--- src/rtl/cfg_pkg.sv ---
// Shared types, constants and sizing helper for the LUT configuration loader.
package cfg_pkg;

    localparam int unsigned CFG_BYTE_W = 8;

    typedef enum logic [1:0] {
        StIdle,
        StLoad,
        StDone
    } cfg_state_e;

    // Scan chain length for lut_count LUTs of 2^lut_size configuration bits each.
    function automatic int unsigned chain_len(input int unsigned lut_count,
                                              input int unsigned lut_size);
        return lut_count * (32'd1 << lut_size);
    endfunction

endpackage

--- src/rtl/cfg_loader_if.sv ---
// Host-side byte port of the configuration loader: write bytes in, readback bytes out.
interface cfg_loader_if;
    import cfg_pkg::*;

    logic [CFG_BYTE_W-1:0] in_data;
    logic                  in_valid;
    logic                  in_ready;
    logic [CFG_BYTE_W-1:0] rb_data;
    logic                  rb_valid;

    modport master (
        output in_data,
        output in_valid,
        input  in_ready,
        input  rb_data,
        input  rb_valid
    );

    modport slave (
        input  in_data,
        input  in_valid,
        output in_ready,
        output rb_data,
        output rb_valid
    );

endinterface

--- src/rtl/cfg_rb_packer.sv ---
// Collects bits leaving the chain tail into readback bytes, first-out bit in the MSB.
module cfg_rb_packer
    import cfg_pkg::*;
(
    input  logic                  prog_clk,
    input  logic                  prog_rst,
    input  logic                  clear,
    input  logic                  sample,
    input  logic                  last,
    input  logic                  tail_bit,
    output logic [CFG_BYTE_W-1:0] rb_data,
    output logic                  rb_valid
);

    logic [CFG_BYTE_W-1:0] sh_q, sh_d;
    logic [CFG_BYTE_W-1:0] rb_data_q, rb_data_d;
    logic [2:0]            cnt_q, cnt_d;
    logic                  rb_valid_q, rb_valid_d;
    logic [CFG_BYTE_W-1:0] shifted;

    always_comb begin
        shifted    = {sh_q[CFG_BYTE_W-2:0], tail_bit};
        sh_d       = sh_q;
        cnt_d      = cnt_q;
        rb_data_d  = rb_data_q;
        rb_valid_d = 1'b0;
        if (clear) begin
            sh_d  = '0;
            cnt_d = '0;
        end else if (sample) begin
            sh_d  = shifted;
            cnt_d = cnt_q + 3'd1;
            if (cnt_q == 3'd7 || last) begin
                // Short final group: stale upper bits are shifted out, zeros fill the bottom.
                rb_data_d  = shifted << (3'd7 - cnt_q);
                rb_valid_d = 1'b1;
                sh_d       = '0;
                cnt_d      = '0;
            end
        end
    end

    always_ff @(posedge prog_clk) begin
        if (prog_rst) begin
            sh_q       <= '0;
            cnt_q      <= '0;
            rb_data_q  <= '0;
            rb_valid_q <= 1'b0;
        end else begin
            sh_q       <= sh_d;
            cnt_q      <= cnt_d;
            rb_data_q  <= rb_data_d;
            rb_valid_q <= rb_valid_d;
        end
    end

    assign rb_data  = rb_data_q;
    assign rb_valid = rb_valid_q;

endmodule

--- src/rtl/cfg_loader.sv ---
// Serialises host configuration bytes MSB-first onto the LUT scan chain and
// returns the bits shifted out of the chain tail as readback bytes.
module cfg_loader
    import cfg_pkg::*;
#(
    parameter int unsigned CHAIN_LEN = 64
) (
    input  logic        prog_clk,
    input  logic        prog_rst,
    input  logic        start,
    cfg_loader_if.slave host,
    output logic        prog_en,
    output logic        prog_data,
    input  logic        chain_tail,
    output logic        busy,
    output logic        done
);

    localparam int unsigned CNT_W = $clog2(CHAIN_LEN + 1);

    cfg_state_e            state_q, state_d;
    logic [CNT_W-1:0]      bits_left_q, bits_left_d;
    logic [CFG_BYTE_W-1:0] buf_q, buf_d;
    logic [3:0]            buf_cnt_q, buf_cnt_d;
    logic                  prog_en_q, prog_en_d;
    logic                  prog_data_q, prog_data_d;

    logic                  launch;
    logic                  shift;
    logic                  in_ready;
    logic                  accept;
    logic                  last_sample;
    logic [CFG_BYTE_W-1:0] rb_data;
    logic                  rb_valid;

    always_comb begin
        launch = start && (state_q != StLoad);
        shift  = (state_q == StLoad) && (buf_cnt_q != 4'd0) && (bits_left_q != '0);
        // Accept on empty, or alongside the last buffered bit if the chain still wants more.
        in_ready = (state_q == StLoad) && (bits_left_q != '0) &&
                   ((buf_cnt_q == 4'd0) ||
                    ((buf_cnt_q == 4'd1) && (bits_left_q != CNT_W'(1))));
        accept      = in_ready && host.in_valid;
        last_sample = (state_q == StLoad) && (bits_left_q == '0);
    end

    always_comb begin
        state_d     = state_q;
        bits_left_d = bits_left_q;
        buf_d       = buf_q;
        buf_cnt_d   = buf_cnt_q;
        prog_en_d   = shift;
        prog_data_d = shift & buf_q[CFG_BYTE_W-1];

        unique case (state_q)
            StIdle, StDone: if (start) state_d = StLoad;
            // Leave once the edge consuming the final registered prog_en pulse has passed.
            StLoad:         if (bits_left_q == '0 && prog_en_q) state_d = StDone;
            default:        state_d = StIdle;
        endcase

        if (launch) begin
            bits_left_d = CNT_W'(CHAIN_LEN);
            buf_cnt_d   = 4'd0;
        end else begin
            if (shift) bits_left_d = bits_left_q - CNT_W'(1);
            if (accept) begin
                buf_d     = host.in_data;
                buf_cnt_d = 4'(CFG_BYTE_W);
            end else if (shift) begin
                buf_d     = {buf_q[CFG_BYTE_W-2:0], 1'b0};
                buf_cnt_d = buf_cnt_q - 4'd1;
            end
        end
    end

    always_ff @(posedge prog_clk) begin
        if (prog_rst) begin
            state_q     <= StIdle;
            bits_left_q <= '0;
            buf_q       <= '0;
            buf_cnt_q   <= '0;
            prog_en_q   <= 1'b0;
            prog_data_q <= 1'b0;
        end else begin
            state_q     <= state_d;
            bits_left_q <= bits_left_d;
            buf_q       <= buf_d;
            buf_cnt_q   <= buf_cnt_d;
            prog_en_q   <= prog_en_d;
            prog_data_q <= prog_data_d;
        end
    end

    cfg_rb_packer u_rb_packer (
        .prog_clk (prog_clk),
        .prog_rst (prog_rst),
        .clear    (launch),
        .sample   (prog_en_q),
        .last     (last_sample),
        .tail_bit (chain_tail),
        .rb_data  (rb_data),
        .rb_valid (rb_valid)
    );

    assign host.in_ready = in_ready;
    assign host.rb_data  = rb_data;
    assign host.rb_valid = rb_valid;
    assign prog_en       = prog_en_q;
    assign prog_data     = prog_data_q;
    assign busy          = (state_q == StLoad);
    assign done          = (state_q == StDone);

endmodule
--- src/flat_wrapper.sv ---
// flat-port wrapper written by rule: the top's interface ports become plain ports
module cfg_loader_flat import cfg_pkg::*;
#(
    parameter int unsigned CHAIN_LEN = 64
)
  (prog_clk, prog_rst, start, prog_en, prog_data, chain_tail, busy, done, host_in_data, host_in_valid, host_in_ready, host_rb_data, host_rb_valid);
  cfg_loader_if host_i ();
  input  logic prog_clk;
  input  logic prog_rst;
  input  logic start;
  output logic prog_en;
  output logic prog_data;
  input  logic chain_tail;
  output logic busy;
  output logic done;
  input wire logic [$bits(host_i.in_data)-1:0] host_in_data;
  input wire logic [$bits(host_i.in_valid)-1:0] host_in_valid;
  output wire logic [$bits(host_i.in_ready)-1:0] host_in_ready;
  output wire logic [$bits(host_i.rb_data)-1:0] host_rb_data;
  output wire logic [$bits(host_i.rb_valid)-1:0] host_rb_valid;
  assign host_i.in_data = host_in_data;
  assign host_i.in_valid = host_in_valid;
  assign host_in_ready = host_i.in_ready;
  assign host_rb_data = host_i.rb_data;
  assign host_rb_valid = host_i.rb_valid;
  cfg_loader #(.CHAIN_LEN(CHAIN_LEN)) u_core (.prog_clk(prog_clk), .prog_rst(prog_rst), .start(start), .host(host_i), .prog_en(prog_en), .prog_data(prog_data), .chain_tail(chain_tail), .busy(busy), .done(done));
endmodule
--- config.mk ---
export PLATFORM = sky130hd
export DESIGN_NAME = cfg_loader_flat
export DESIGN_NICKNAME = d
export VERILOG_FILES = /design/src/rtl/cfg_pkg.sv /design/src/rtl/cfg_loader_if.sv /design/src/rtl/cfg_rb_packer.sv /design/src/rtl/cfg_loader.sv /design/src/flat_wrapper.sv
export SDC_FILE = /design/constraint.sdc
export NUM_CORES = 1
export LEC_CHECK = 0
export CAP_MARGIN = 15
export CORE_MARGIN = 3
export CORE_UTILIZATION = 59
export DETAILED_ROUTE_END_ITERATION = 8
export GPL_TIMING_DRIVEN = 0
export PLACE_DENSITY = 0.84
export SKIP_LAST_GASP = 1
export SYNTH_ARGS = -nofsm -noshare
export SYNTH_HDL_FRONTEND = slang
export SYNTH_SLANG_ARGS = --single-unit
--- constraint.sdc ---
create_clock -name prog_clk -period 4.75 [get_ports prog_clk]
set_input_delay 0.95 -clock prog_clk [delete_from_list [all_inputs] [get_ports prog_clk]]
set_output_delay 0.95 -clock prog_clk [all_outputs]
set_load 0.01 [all_outputs]
==> summary.md <==
| Metric | Value |
|---|---|
| PD cells | `253.0 nW/µm²` |
| Dpl hpwl | `3096 µm` |
| Vias per cell | `5.849` |
| Clk_lat worst skew | `0.36 ns` |
| Wire length of the first global-routing pass | `7314 µm` |
| Sw Pwr | `~0.15 mW` |
| Total GRT Usage | `0.2167` |
| Post-synth cell types | `44` |
| RSZ-0062 raised after global routing | `false` |
| Vias in the first global route | `1572` |
| Initial antenna violation count | `0` |
| Final Slew Violations | `0` |
| Die Area | `between 4000 and 5000 µm²` |
| Endpoint class of the critical path | `output port` |
| Worst path arrival time | `2.54 ns` |
| Area growth, synth to finish | `18.01%` |
| Largest net degree at the start of global routing | `13` |
| CTS buffer count | `5` |
| Share of total power in combinational logic | `0.079` |
| Internal power | `roughly 0.49 mW` |
| Final Skew | `~0.0076 ns` |
| Final instance count without filler cells | `~310` |
| Final worst-path setup slack | `between 1 and 1.5 ns` |
| Buffers added on ports | `25` |
| Status | `completed` |
| Post-Synth Simple-Gate Area | `0.1984` |
| YS warnings | `0` |
| Syn Inst Count | `233` |
| Worst-case clock buffer depth | `2` |
| Kind of critical path | `flip-flop to output port` |
| VDD IR-drop max | `0.1534 mV` |
| Clock share of power | `0.355` |
| DRT Pass-1 Iters | `4` |
| Initial DRC count | `135` |
| Final GP Congestion | `0.8448` |
| N_diodes | `0` |
| Final worst-path cycle share | `0.7340` |
| Hold_buf cts | `0` |
| Leakage | `between 0.8 and 0.9 nW` |
| Post-synth ARST share | `0` |
| Hold Crit Start | `u_core.u_rb_packer.rb_data[1]` |
| RR Endpoint | `u_core.buf_q[7]` |
| Upper clock frequency limit | `0.2868 GHz` |
| Fin util | `0.7344` |
| Ports | `27` |
| Clk slew on worst S/H paths | `0.12 ns` |
| Crit-path max FO | `10` |
| CP Data Required Time | `3.80 ns` |
| Worst hold-check slack | `0.4657 ns` |
| Proportion of layout cells with a drive suffix above 1 | `0.08647` |
| R2r startpoint | `u_core.bits_left_q[0]` |
| CP cell instances | `inv_1, ha_1, clkbuf_1, nand2b_1, a211oi_4, nor2_1, clkdlybuf4s50_1` |
| Inst Count DP | `304` |
| Mean post-synth cell area | `9.124 µm²` |
| CP max-delay cell | `clkdlybuf4s50_1` |
| R2r setup slk | `between 2 and 2.5 ns` |
| Xor/xnor cell area share of the yosys netlist | `0.008240` |
| H-tree levels | `2` |
| Vias | `1825` |
| Sw frac | `0.2296` |
| Fin crit period | `3.487 ns` |
| # Post-CTS Setup Buffers | `0` |
| Share of power burned in registers | `0.566` |
| Place WS | `around 1.7 ns` |
| Mux cell area share after synthesis | `0.1107` |
| Drt total wl | `4425 µm` |
| DRC | `0` |
| DR WL/cell | `around 14 µm` |
| Synth Area in Compound Gates | `0.1972` |
| PostCTS Resize Cnt | `0` |
| Post-synth EDFFs | `0` |
| ANT nets after route | `0` |
| Max_cap viols | `0` |
| Crit path largest cell delay | `0.49 ns` |
| Post-Synth Adder-Cell Area | `0.04120` |
| Sequential fraction of the synthesis area | `0.3955` |
| Num rows | `21` |
| R2R depth | `8` |
| Syn Nets | `between 200 and 300` |
| Final hold vios | `0` |
| Chip width | `approximately 66 µm` |
| Clock sink count | `42` |
| Gr ovfl total | `0` |
| Main combinational cell family by area after synthesis | `simple AND/OR/NAND/NOR gates` |
| Hold Path Stages | `2` |
| Core box area | `around 3400 µm²` |
| Setup TNS Final | `0 ns` |
| Worst min-delay path class | `flip-flop to flip-flop` |
| Worst slew pin tran | `0.6989 ns` |
| #FFs+latches synth | `42` |
| Root Buffer | `clkbuf_4` |
| Final Cell Area | `2509 µm²` |
| Die Ht | `66.03 µm` |
| # setup viols final | `0` |
| Hold Path End | `u_core.u_rb_packer.rb_data[1]` |
| Placed instance area | `2434 µm²` |
| Starting density of the core | `0.6223` |
| Slew headroom | `0.5340` |
| CTS tree | `yes` |
| Setup crit start kind | `flip-flop` |
| Power after layout | `~0.63 mW` |
| Dominant synthesized flop cell | `dfxtp_1` |
| Total Nets Final | `285` |
| Mapped cell area | `2126 µm²` |
| Fill cell count | `272` |
[cell families (layout without fill, tap and decap cells)]
kind of cell,after synthesis,count (layout)
AOI/OAI and AO/OA,50,50
xor gates and xnor gates,2,2
adders and majority gates,7,7
buffers and inverters,24,57
DFF,42,42
muxes,21,21
and+or+nand+nor,87,87
[layout by cell type, fill, tap and decap left out, drive strengths merged, types with 2 or more instances in the layout]
cell type and n:
inv 10, nand2 28, o21ai 3, clkbuf 14, nand2b 5, o41ai 3, nand3 3, and3 2
a221oi 6, nor2 25, nor3 11, a31oi 2, buf 6, xnor2 2, ha 7, a21oi 9
nor2b 4, nand4 2, a311oi 9, dfxtp 42, a22oi 9, clkdlybuf4s50 25, mux2i 19, or3 2
mux4 2, a211oi 3
[area by class of cell]
| class | instances | area (µm²) | area share |
|---|---|---|---|
| timing repair buffer | 25 | 250.2 | 0.09975 |
| multi-input combinational | 167 | 1181 | 0.4708 |
| inverter | 11 | 41.29 | 0.01646 |
| tap | 46 | 57.56 | 0.02294 |
| sequential | 42 | 840.8 | 0.3352 |
| clock buffer | 7 | 45.04 | 0.01796 |
| buffer | 13 | 62.56 | 0.02494 |
| clock inverter | 1 | 30.03 | 0.01197 |
[power by group through the flow]
stage | registers, mW | clock network [mW] | logic, mW
after global routing | 0.360 | 0.244 | 0.0540
after global placement | 0.367 | 0 | 0.0482
after CTS | 0.359 | 0.229 | 0.0497
after detailed placement | 0.367 | 0 | 0.0485
after floorplan | 0.367 | 0 | 0.0291
final | 0.359 | 0.225 | 0.0499
[metal layers]
metal / global-route usage / up-vias / share of wire
met5: 0 / - / 0
met4: 0.06853 / 0 / 0.014
met3: 0.05612 / 7 / 0.056
met2: 0.3166 / 48 / 0.44
met1: 0.3110 / 854 / 0.49
li1: - / 916 / -
[cell usage after synthesis, types with 2 or more instances]
| cell | n | area share |
|---|---|---|
| o41ai_1 | 3 | 0.012 |
| mux4_2 | 2 | 0.021 |
| a221oi_1 | 5 | 0.021 |
| a31oi_1 | 2 | 0.0059 |
| nand2b_1 | 5 | 0.015 |
| mux2i_1 | 19 | 0.089 |
| ha_1 | 7 | 0.041 |
| nand4_1 | 2 | 0.0059 |
| o21ai_0 | 2 | 0.0047 |
| nor2_1 | 24 | 0.042 |
| a311oi_1 | 8 | 0.033 |
| buf_2 | 5 | 0.012 |
| dfxtp_1 | 42 | 0.40 |
| a21oi_1 | 9 | 0.021 |
| and3_1 | 2 | 0.0059 |
| a211oi_1 | 2 | 0.0071 |
| nand2_1 | 28 | 0.049 |
| inv_1 | 10 | 0.018 |
| a22oi_1 | 9 | 0.032 |
| nor3_1 | 11 | 0.026 |
| nor2b_1 | 4 | 0.012 |
| nand3_1 | 3 | 0.0071 |
| xnor2_1 | 2 | 0.0082 |
| clkbuf_1 | 7 | 0.012 |
[registers in the layout, indices dropped and copies added, names as in the netlist]
signal,flops
u_core.prog_en,1
u_core.state_q,2
u_core.bits_left_q,7
u_core.u_rb_packer.cnt_q,3
u_core.buf_cnt_q,4
u_core.u_rb_packer.rb_data,8
u_core.u_rb_packer.sh_q,7
u_core.prog_data,1
u_core.buf_q,8
u_core.u_rb_packer.rb_valid,1
[worst max-delay path, delay by kind of cell (launching register included)]
family | cells | cell delay (ns)
AND/OR/NAND/NOR | 2 | 0.33
buffers and inverters | 3 | 0.78
adder cells (fa/ha/maj) | 1 | 0.19
flip-flops | 1 | 0.42
AO/OA/AOI/OAI | 1 | 0.46
[worst max-delay path by stage]
| stage | start | slack [ns] | end |
|---|---|---|---|
| 2_1_floorplan | u_core.buf_cnt_q[0] | 2.30 | host_in_ready |
| 3_3_place_gp | u_core.buf_cnt_q[0] | 1.69 | host_in_ready |
| 3_5_place_dp | u_core.buf_cnt_q[0] | 1.67 | host_in_ready |
| 4_1_cts | u_core.buf_cnt_q[0] | 1.24 | host_in_ready |
| 5_1_grt | u_core.buf_cnt_q[0] | 1.14 | host_in_ready |
| 6_report | u_core.buf_cnt_q[0] | 1.26 | host_in_ready |
(Power assumes the default switching activity.)
